`src/rtl/vram_write_arbiter.sv`:
```
// vram_write_arbiter: sole owner of the VideoRAM write port, merging processor writes with a rectangle-fill engine.
// Define VRAM_CLEAR_ON_RESET_EN to make the engine clear the whole screen to black after every reset.
module vram_write_arbiter #(
  parameter int ROWS = 60,
  parameter int COLS = 80
) (
  input  logic        Clock,
  input  logic        Reset,
  input  logic        iCpuWriteEnable,
  input  logic [5:0]  iCpuRow,
  input  logic [6:0]  iCpuCol,
  input  logic [2:0]  iCpuRGB,
  input  logic        iFillStart,
  input  logic [5:0]  iFillRow0,
  input  logic [6:0]  iFillCol0,
  input  logic [5:0]  iFillRow1,
  input  logic [6:0]  iFillCol1,
  input  logic [2:0]  iFillRGB,
  output logic        oWriteEnable,
  output logic [12:0] oWriteAddress,
  output logic [2:0]  oWriteData,
  output logic        oFillBusy,
  output logic        oFillDone,
  output logic        oFillError
);

  localparam logic [5:0] RowLast = 6'(ROWS - 1);
  localparam logic [6:0] ColLast = 7'(COLS - 1);

  typedef enum logic [1:0] {Idle, Fill, Done} state_t;

`ifdef VRAM_CLEAR_ON_RESET_EN
  localparam state_t ResetState = Fill;
`else
  localparam state_t ResetState = Idle;
`endif

  state_t state, stateNext;

  logic [5:0]  row0, row1, rowCnt;
  logic [6:0]  col0, col1, colCnt;
  logic [2:0]  fillRGB;

  logic        startValid, startAccept, startReject, fillGrant, lastCell;

  logic        wrEn_p0;
  logic [12:0] wrAddr_p0;
  logic [2:0]  wrData_p0;
  logic        wrEn_p1;
  logic [12:0] wrAddr_p1;
  logic [2:0]  wrData_p1;
  logic        fillError_p1;

  assign startValid  = (iFillRow0 <= iFillRow1) && (iFillCol0 <= iFillCol1) &&
                       (iFillRow1 <= RowLast)   && (iFillCol1 <= ColLast);
  assign startAccept = (state == Idle) && iFillStart && startValid;
  assign startReject = (state == Idle) && iFillStart && !startValid;
  // The processor always wins; the engine only moves on cycles it leaves free.
  assign fillGrant   = (state == Fill) && !iCpuWriteEnable;
  assign lastCell    = (rowCnt == row1) && (colCnt == col1);

  always_ff @(posedge Clock or posedge Reset) begin
    if (Reset) state <= ResetState;
    else       state <= stateNext;
  end

  always_comb begin
    stateNext = state;
    unique case (state)
      Idle:    if (startAccept)          stateNext = Fill;
      Fill:    if (fillGrant && lastCell) stateNext = Done;
      Done:                               stateNext = Idle;
      default:                            stateNext = Idle;
    endcase
  end

  always_comb begin
    oFillBusy = (state != Idle);
    oFillDone = (state == Done);
    wrEn_p0   = 1'b0;
    wrAddr_p0 = '0;
    wrData_p0 = '0;
    if (iCpuWriteEnable) begin
      wrEn_p0   = 1'b1;
      wrAddr_p0 = {iCpuRow, iCpuCol};
      wrData_p0 = iCpuRGB;
    end else if (fillGrant) begin
      wrEn_p0   = 1'b1;
      wrAddr_p0 = {rowCnt, colCnt};
      wrData_p0 = fillRGB;
    end
  end

  // Rectangle bounds are sampled only on an accepted start.
`ifdef VRAM_CLEAR_ON_RESET_EN
  always_ff @(posedge Clock or posedge Reset) begin
    if (Reset) begin
      row0    <= '0;
      col0    <= '0;
      row1    <= RowLast;
      col1    <= ColLast;
      fillRGB <= '0;
    end else if (startAccept) begin
      row0    <= iFillRow0;
      col0    <= iFillCol0;
      row1    <= iFillRow1;
      col1    <= iFillCol1;
      fillRGB <= iFillRGB;
    end
  end
`else
  always_ff @(posedge Clock) begin
    if (startAccept) begin
      row0    <= iFillRow0;
      col0    <= iFillCol0;
      row1    <= iFillRow1;
      col1    <= iFillCol1;
      fillRGB <= iFillRGB;
    end
  end
`endif

  always_ff @(posedge Clock or posedge Reset) begin
    if (Reset) begin
      rowCnt <= '0;
      colCnt <= '0;
    end else if (startAccept) begin
      rowCnt <= iFillRow0;
      colCnt <= iFillCol0;
    end else if (fillGrant && !lastCell) begin
      if (colCnt == col1) begin
        colCnt <= col0;
        rowCnt <= rowCnt + 6'd1;
      end else begin
        colCnt <= colCnt + 7'd1;
      end
    end
  end

  // p0 -> p1: registered write port and error pulse
  always_ff @(posedge Clock or posedge Reset) begin
    if (Reset) begin
      wrEn_p1      <= 1'b0;
      wrAddr_p1    <= '0;
      wrData_p1    <= '0;
      fillError_p1 <= 1'b0;
    end else begin
      wrEn_p1      <= wrEn_p0;
      wrAddr_p1    <= wrAddr_p0;
      wrData_p1    <= wrData_p0;
      fillError_p1 <= startReject;
    end
  end

  assign oWriteEnable  = wrEn_p1;
  assign oWriteAddress = wrAddr_p1;
  assign oWriteData    = wrData_p1;
  assign oFillError    = fillError_p1;

endmodule

```
`config.mk`:
```
export PLATFORM = sky130hd
export DESIGN_NAME = vram_write_arbiter
export DESIGN_NICKNAME = d
export VERILOG_FILES = /design/src/rtl/vram_write_arbiter.sv
export SDC_FILE = /design/constraint.sdc
export NUM_CORES = 1
export LEC_CHECK = 0
export ABC_AREA = 1
export BUFFER_PORTS_ARGS = -buffer_cell sky130_fd_sc_hd__buf_2
export CAP_MARGIN = 20
export CORE_ASPECT_RATIO = 0.7
export CORE_MARGIN = 4
export CORE_UTILIZATION = 29
export CTS_BUF_LIST = sky130_fd_sc_hd__clkbuf_8
export DETAILED_ROUTE_END_ITERATION = 8
export PLACE_DENSITY = 0.49
export SYNTH_ARGS = -nofsm -noshare
export SYNTH_HDL_FRONTEND = slang
export SYNTH_SLANG_ARGS = --single-unit
```
`constraint.sdc`:
```
create_clock -name Clock -period 2.26 [get_ports Clock]
set_clock_uncertainty 0.1 [all_clocks]
set_input_delay 0.452 -clock Clock [delete_from_list [all_inputs] [get_ports Clock]]
set_output_delay 0.452 -clock Clock [all_outputs]
set_load 0.05 [all_outputs]
```
==> impl_metrics.json, run 1 <==
{
  "cts_sinks": 56,
  "ys_seq_elements": 56,
  "num_antenna_cells": 0,
  "post-route-min-period_ns": 1.95,
  "start_util_pct": 29.7,
  "ys_types": 27,
  "dp_cells": 553,
  "peakVddDrop_mv": 0.303,
  "finalHoldViolCount": 0,
  "cts_resized": 0,
  "avgSynthCellArea_um2": 8.71,
  "min_period_over_period_pct": 86.4,
  "antenna_found_initial": 0,
  "drc": 0,
  "grt_pass1_vias": 2355,
  "crit_chain": "inv_1, nand2_1, nand2_1, nor2_2, nand2_2, nor2_4, nand2_1, nand2_2, nand2_4, nand3_1, nand2_1",
  "slowest_delay_ns": 0.45,
  "synth.top_cell.area_share_pct": 26.9,
  "wl_met3_um": 495,
  "seq_power_share_pct": 44.6,
  "start_kind": "flip-flop",
  "worstSetupPathType": "reg -> reg",
  "fin_nets": 492,
  "post-place-ws_ns": 0.0796,
  "cp-end-kind": "flip-flop",
  "drt_iter0_drc": 136,
  "postCtsHoldBufs": 0,
  "mostFrequentLayoutCell": "nand2_1",
  "rsz0062_at_grt": "false",
  "yosysWarnings": 0,
  "root_buffer": "clkbuf_8",
  "leakage_nw": 1.92,
  "drt-wirelength-per-cell_um": 13.4,
  "ys_seq_area_share_pct": 49.5,
  "max_cap_violations": 0,
  "syn_area_mm2": 0.00307,
  "drive_above_1_share_pct": 24.0,
  "power_frac_clock_pct": 16.5,
  "overflow": 0,
  "final-max-slew-violation-count": 0,
  "synthToLayoutAreaGrowth_pct": 20.4,
  "synth.area.top_cells": "dfrtp_1 (27%), edfxtp_1 (23%), nand2_1 (13%)",
  "postCtsSetupBuffers": 0,
  "setup_tns_ns": 0,
  "vias_per_cell": 4.31,
  "ios": 69,
  "grt_max_degree": 34,
  "slowest_stage": "dfrtp_1",
  "comb_power_share_pct": 38.8,
  "setup_slack_ns": 0.307,
  "hp-class": "in -> async",
  "cp_data_required_time_ns": 2.36,
  "gp_congestion": 0.873,
  "m1WireLength_um": 4120,
  "grt_pass1_wl_um": 12100,
  "antenna_left": 0,
  "cts_tree": "yes",
  "track_usage_pct": 12.7,
  "powerDensity_mw_per_mm2": 889,
  "first_pass_iters": 4,
  "dieHeight_um": 94.0,
  "maxUsedRoutingLayer": "met4",
  "dp_hpwl_um": 6080,
  "io_buffers": 68,
  "p_int_w": 0.00189,
  "htree_levels": 2,
  "clk_latency_ns": 0.31,
  "r2r_cells": 11,
  "crit_fanout": 11,
  "die_area_mm2": 0.0123,
  "p_sw_share_pct": 42.5,
  "yosysTopAreaCell": "dfrtp_1",
  "tightest_slew_ns": 0.430,
  "cp_common_cell": "nand2_1",
  "final_cells": 561,
  "coreArea_mm2": 0.0103,
  "syn-num-nets": 416,
  "cts_buffers": 5,
  "setup_viol": 0,
  "die_x_um": 131,
  "drt-total-wl_um": 7500,
  "syn_inst": 352,
  "num_rows": 31,
  "mostFrequentLayoutCells": "nand2_1 (105), buf_2 (68), inv_1 (59)",
  "arrival_ns": 2.05,
  "clk_pin_slew_ns": 0.11,
  "relSlewSlack_pct": 71.4,
  "netSwitchingPower_w": 0.00139,
  "fmaxAchievable_mhz": 512,
  "vias": 2420,
  "wl_met2_um": 2830,
  "cts_buffer_depth": 2,
  "outcome": "finished clean"
}
synthesized netlist by cell type:
| library cell | instances |
|---|---|
| xor2_1 | 10 |
| nand2_4 | 1 |
| nor2_1 | 18 |
| inv_2 | 3 |
| dfrtp_1 | 33 |
| nand2_1 | 105 |
| nand2_2 | 2 |
| inv_1 | 58 |
| a22o_1 | 5 |
| nand3_1 | 26 |
| nand4_4 | 1 |
| nor2_4 | 2 |
| clkbuf_1 | 2 |
| nor3_1 | 4 |
| nand3_4 | 2 |
| a21oi_1 | 5 |
| nand4_1 | 5 |
| nand2b_1 | 1 |
| o21ai_0 | 15 |
| buf_2 | 1 |
| nor2_2 | 3 |
| nand3_2 | 6 |
| clkinv_4 | 2 |
| ha_1 | 15 |
| buf_6 | 2 |
| xnor2_1 | 2 |
| edfxtp_1 | 23 |
flip-flops by register name, indices dropped and copies added (netlist names):
register / cells
oWriteAddress: 13
col0: 7
col1: 7
colCnt: 7
row1: 6
rowCnt: 6
fillRGB: 3
oWriteData: 3
state: 2
oFillError: 1
oWriteEnable: 1
routing by layer:
metal / up-vias / GRT usage [%]
met2: 62 / 16.5
met5: - / 0
li1: 1271 / -
met3: 5 / 3.30
met1: 1082 / 20.7
met4: 0 / 2.74
power by group through the flow:
| stage | combinational (W) | clock, W | sequential (W) |
|---|---|---|---|
| 4_1_cts | 0.00128 | 0.000570 | 0.00146 |
| 6_report | 0.00127 | 0.000543 | 0.00146 |
| 3_5_place_dp | 0.00128 | 0 | 0.00148 |
| 3_3_place_gp | 0.00127 | 0 | 0.00148 |
| 5_1_grt | 0.00143 | 0.000608 | 0.00149 |
| 2_1_floorplan | 0.000729 | 0 | 0.00165 |
cell type report:
type / instances / area, um2
inverter: 63 / 246
fill: 1087 / 6630
multi-input combinational: 228 / 1270
tap: 132 / 165
clock inverter: 3 / 15.0
sequential: 56 / 1520
clock buffer: 5 / 68.8
timing repair buffer: 74 / 410
per-stage QoR:
step	utilization [%]	power, W	area, um2	hold WS [ns]
floorplan	-	0.00238	3070	0.343
detailed placement	35.0	0.00276	3610	0.352
global placement	35.0	0.00276	3610	0.357
finish	35.8	0.00328	3690	0.120
global route	35.8	0.00353	3690	0.157
CTS	35.8	0.00332	3690	0.128
cell families (layout without fill, tap and decap cells):
group / Yosys count / count (layout) / synth area share, %
flops: 56 / 56 / 49.5
compound gates: 25 / 25 / 4.69
simple gates: 176 / 176 / 27.1
xor+xnor: 12 / 12 / 3.43
fa+ha+maj: 15 / 15 / 6.12
buf+inv: 68 / 145 / 9.18
critical path: cells and delay by family, from the launching register on:
family,cells,cell delay (ns)
buffers and inverters,1,0.13
DFF,1,0.45
and+or+nand+nor,10,1.16
worst paths after layout:
kind                            slack [ns]                   from                 endpoint
worst max-delay path                  0.31  colCnt[1]$_DFFE_PP0P_    colCnt[2]$_DFFE_PP0P_
worst min-delay path                  0.12                  Reset     oFillError$_DFF_PP0_
worst max register to register        0.31  colCnt[1]$_DFFE_PP0P_    colCnt[2]$_DFFE_PP0P_
worst min register to register        0.37   fillRGB[1]$_DFFE_PP_  oWriteData[1]$_DFF_PP0_
max in group asynchronous             1.63                  Reset     state[0]$_DFFE_PP0P_
min in group Clock                    0.22           iFillCol1[0]        col1[0]$_DFFE_PP_
Power figures use the tool's default switching activity.
==> run 2: changes to the inputs <==
- CORE_UTILIZATION: 29 -> 56
- PLACE_DENSITY: 0.49 -> 0.83
==> run 2 against run 1 <==
Sequential power about the same. Clock-buffer cell count unchanged. Clock power is 4.1% higher. Non-clock buffer count is the same. Combinational power is essentially flat. Via count grew 5.0%. Flip-flop and latch count did not move. Largest cell class unchanged. Critical endpoint unchanged. Cell count shrank 11%. Critical path type unchanged. Wire length decreased by 9.7%. Die area decreased by 45%. Worst setup slack gained 0.024 ns.
==> impl_metrics.json, run 2 (synthesis results as in run 1) <==
{
  "clk_pin_slew_ns": 0.11,
  "relSlewSlack_pct": 72.2,
  "antenna_found_initial": 0,
  "grt_pass1_vias": 2305,
  "drc": 0,
  "root_buffer": "clkbuf_8",
  "num_antenna_cells": 0,
  "nFillCells": 431,
  "drt-total-wl_um": 6770,
  "vias_per_cell": 5.07,
  "start_kind": "flip-flop",
  "drt-wirelength-per-cell_um": 13.5,
  "final_cells": 501,
  "design_area_mm2": 0.00362,
  "clk_latency_ns": 0.32,
  "max_cap_violations": 0,
  "peakVddDrop_mv": 0.392,
  "wl_met3_um": 486,
  "largest_reg_flops": 13,
  "r2r_slack_ns": 0.33,
  "dieHeight_um": 69.9,
  "wl_met2_um": 2900,
  "grt_pass1_wl_um": 11000,
  "htree_levels": 2,
  "crit_fanout": 11,
  "fin_util_pct": 68.9,
  "dp_hpwl_um": 5420,
  "leakage_nw": 1.91,
  "rsz0062_at_grt": "false",
  "arrival_ns": 2.05,
  "worstSetupPathType": "reg -> reg",
  "dp_cells": 493,
  "tightest_slew_ns": 0.417,
  "powerDensity_mw_per_mm2": 909,
  "cts_tree": "yes",
  "mostFrequentLayoutCells": "nand2_1 (105), buf_2 (68), inv_1 (58)",
  "final-max-slew-violation-count": 0,
  "cts_buffer_depth": 2,
  "drt_iter0_drc": 200,
  "overflow": 0,
  "gp_congestion": 0.956,
  "io_buffers": 68,
  "holdWs_ns": 0.0968,
  "first_pass_iters": 7,
  "setup_viol": 0,
  "min_period_over_period_pct": 85.4,
  "cts_buffers": 5,
  "maxUsedRoutingLayer": "met4",
  "fmaxAchievable_mhz": 518,
  "m1WireLength_um": 3300,
  "fin_nets": 492,
  "antenna_left": 0,
  "outcome": "finished clean",
  "coreArea_mm2": 0.00526,
  "grt_max_degree": 34,
  "r2r-start": "colCnt[4]$_DFFE_PP0P_",
  "vias": 2541,
  "track_usage_pct": 20.9,
  "setup_tns_ns": 0,
  "crit_path_start": "colCnt[4]$_DFFE_PP0P_",
  "cts_sinks": 56,
  "cp-end-kind": "flip-flop",
  "die_area_mm2": 0.00674,
  "post-route-min-period_ns": 1.93,
  "cp_data_required_time_ns": 2.38,
  "ios": 69,
  "drive_above_1_share_pct": 24.2,
  "postCtsHoldBufs": 0,
  "mostFrequentLayoutCell": "nand2_1",
  "postPlaceCellArea_mm2": 0.00353,
  "postCtsSetupBuffers": 0,
  "num_rows": 22,
  "hp-class": "in -> async",
  "synthToLayoutAreaGrowth_pct": 18.2,
  "die_x_um": 96.4,
  "finalHoldViolCount": 0,
  "cts_resized": 0,
  "start_util_pct": 58.3
}
[run 2: path summary, 6_finish.rpt]
check,end,cells past startpoint
max,colCnt[2]$_DFFE_PP0P_,11
min,oWriteAddress[5]$_DFF_PP0_,3
max reg2reg,colCnt[2]$_DFFE_PP0P_,11
min reg2reg,oWriteData[2]$_DFF_PP0_,1
max in group asynchronous,colCnt[0]$_DFFE_PP0P_,3
min in group Clock,fillRGB[1]$_DFFE_PP_,1
[run 2: per-stage QoR]
step                worst slack (ns)  total power (W)
floorplan                     0.0482          0.00238
global placement               0.156          0.00268
detailed placement            0.0704          0.00274
CTS                            0.347          0.00330
global route                  0.0974          0.00351
finish                         0.331          0.00329
[run 2: layout make-up]
| class | count | area [um2] | area share (%) |
|---|---|---|---|
| clock buffers | 5 | 68.8 | 1.90 |
| multi-input cells | 228 | 1270 | 35.0 |
| clock inverters | 3 | 22.5 | 0.622 |
| repair buffers | 74 | 410 | 11.3 |
| well taps | 72 | 90.1 | 2.49 |
| flip-flops and latches | 56 | 1520 | 41.9 |
| inverters | 63 | 246 | 6.80 |
[run 2: power by group]
group / switching [W] / internal (W)
logic: 0.000859 / 0.000418
clock network: 0.000343 / 0.000221
registers: 0.000196 / 0.00125
total: 0.00140 / 0.00189
[run 2: worst max-delay path, stage by stage, from the launching register on]
cell,delay (ns)
dfrtp_1,0.49
inv_2,0.08
nand2_1,0.06
nand2_1,0.07
nor2_2,0.09
nand2_2,0.12
nor2_4,0.26
nand2_1,0.13
nand2_2,0.15
nand2_4,0.10
nand3_1,0.11
nand2_1,0.06
[run 2: per-layer routing]
| metal | vias to the layer above | global-route usage, % |
|---|---|---|
| li1 | 1268 | - |
| met1 | 1161 | 33.2 |
| met2 | 104 | 29.5 |
| met3 | 8 | 3.55 |
| met4 | 0 | 5.13 |
| met5 | - | 0 |
==> run 3: changes to the inputs <==
--- a/config.mk
+++ b/config.mk
@@ -10,8 +10,10 @@
 export CAP_MARGIN = 20
+export CELL_PAD_IN_SITES_DETAIL_PLACEMENT = 0
+export CELL_PAD_IN_SITES_GLOBAL_PLACEMENT = 1
 export CORE_ASPECT_RATIO = 0.7
 export CORE_MARGIN = 4
-export CORE_UTILIZATION = 56
+export CORE_UTILIZATION = 42
 export CTS_BUF_LIST = sky130_fd_sc_hd__clkbuf_8
 export DETAILED_ROUTE_END_ITERATION = 8
-export PLACE_DENSITY = 0.83
+export PLACE_DENSITY = 0.84
 export SYNTH_ARGS = -nofsm -noshare
--- a/constraint.sdc
+++ b/constraint.sdc
@@ -4,2 +4,2 @@
 set_output_delay 0.452 -clock Clock [all_outputs]
-set_load 0.05 [all_outputs]
+set_load 0.01 [all_outputs]
==> run 3 against run 2 <==
Cell count rose by 4.8%. First-iteration DRC count fell by 45%. Clock-buffer cell count rose by 2.
==> impl_metrics.json, run 3 (synthesis results as in run 1) <==
{
  "postPlaceCellArea_mm2": 0.00357,
  "die_area_mm2": 0.00875,
  "slowest_stage": "dfrtp_1",
  "largest_reg_flops": 13,
  "outcome": "finished clean",
  "cp_num_buf_inv": 2,
  "cp-end-kind": "flip-flop",
  "final-max-slew-violation-count": 0,
  "leakage_nw": 1.94,
  "tightest_slew_ns": 0.431,
  "drt-wirelength-per-cell_um": 12.9,
  "dieHeight_um": 79.5,
  "ios": 69,
  "worstSetupPathType": "reg -> reg",
  "cts_buffer_depth": 2,
  "drc": 0,
  "relSlewSlack_pct": 71.3,
  "vias": 2399,
  "synthToLayoutAreaGrowth_pct": 20.7,
  "cts_resized": 0,
  "clk_pin_slew_ns": 0.09,
  "hp-class": "in -> async",
  "min_period_over_period_pct": 81.3,
  "htree_levels": 2,
  "vias_per_cell": 4.57,
  "design_area_mm2": 0.00370,
  "num_antenna_cells": 0,
  "overflow": 0,
  "r2r_cells": 11,
  "finalHoldViolCount": 0,
  "start_kind": "flip-flop",
  "cts_buffers": 5,
  "r2r_slack_ns": 0.42,
  "setup_tns_ns": 0,
  "dp_hpwl_um": 5530,
  "coreArea_mm2": 0.00691,
  "track_usage_pct": 16.7,
  "postCtsSetupBuffers": 0,
  "drt-total-wl_um": 6800,
  "first_pass_iters": 4,
  "die_x_um": 110,
  "start_util_pct": 44.3,
  "cp_common_cell": "nand2_1",
  "arrival_ns": 1.93,
  "num_rows": 25,
  "fin_util_pct": 53.5,
  "fmaxAchievable_mhz": 544,
  "path_depth": 11,
  "cp_top_family": "simple AND/OR/NAND/NOR gates",
  "drt_iter0_drc": 111,
  "setup_slack_ns": 0.422,
  "grt_max_degree": 34,
  "powerDensity_mw_per_mm2": 863,
  "max_cap_violations": 0,
  "fin_nets": 494,
  "gp_congestion": 0.935,
  "antenna_found_initial": 0,
  "root_buffer": "clkbuf_8",
  "slowest_delay_ns": 0.45,
  "rsz0062_at_grt": "false",
  "post-route-min-period_ns": 1.84,
  "io_buffers": 68,
  "crit_fanout": 9,
  "drive_above_1_share_pct": 24.6,
  "setup_viol": 0,
  "mostFrequentLayoutCells": "nand2_1 (105), buf_2 (68), inv_1 (58)",
  "grt_pass1_wl_um": 11400,
  "clk_latency_ns": 0.31,
  "mostFrequentLayoutCell": "nand2_1",
  "grt_pass1_vias": 2307,
  "antenna_left": 0,
  "cp_data_required_time_ns": 2.36,
  "postCtsHoldBufs": 0,
  "post-place-ws_ns": 0.102,
  "cts_tree": "yes",
  "crit_chain": "inv_1, nand2_1, nand2_1, nor2_2, nand2_2, nor2_4, nand2_1, nand2_2, inv_1, nand2_1, nand3_1",
  "cts_sinks": 56,
  "peakVddDrop_mv": 0.319
}
## run 3: routing by layer
metal  track usage (%)  part of all wire [%]  wire (um)  up-vias
li1                  -                     -          -     1271
met1              27.1                    57       3870     1060
met3              2.75                   5.7        388        5
met5                 0                     0          0        -
met4              5.17                  0.96         65        0
met2              22.3                    36       2470       63
## run 3: report_power, final
part           internal (W)  switching (W)
clock              0.000391       0.000320
combinational      0.000420       0.000610
sequential          0.00125       0.000199
## run 3: layout make-up
class	count	area, um2
clock buffers	7	96.3
clock inverters	1	30.0
fillers	651	3210
inverters	63	246
multi-input cells	228	1270
flip-flops and latches	56	1520
well taps	94	118
repair buffers	76	425
## run 3: worst paths after layout
kind / from / to
worst max-delay path: colCnt[1]$_DFFE_PP0P_ / colCnt[4]$_DFFE_PP0P_
worst min-delay path: Reset / oWriteAddress[5]$_DFF_PP0_
worst max register to register: colCnt[1]$_DFFE_PP0P_ / colCnt[4]$_DFFE_PP0P_
worst min register to register: fillRGB[2]$_DFFE_PP_ / oWriteData[2]$_DFF_PP0_
max in group asynchronous: Reset / colCnt[1]$_DFFE_PP0P_
min in group Clock: iFillRGB[0] / fillRGB[0]$_DFFE_PP_
## run 3: worst reg2reg max path, delay by kind of cell, from the launching register on
kind	cells	cell delay, ns
flip-flops	1	0.45
AND/OR/NAND/NOR	9	1.00
buffers and inverters	2	0.19
## run 3: through the flow
step	power (W)	cells	hold WS [ns]
3_3_place_gp	0.00249	517	0.365
6_report	0.00319	525	0.124
4_1_cts	0.00322	525	0.133
5_1_grt	0.00344	525	0.153
2_1_floorplan	0.00216	352	0.343
3_5_place_dp	0.00251	517	0.371
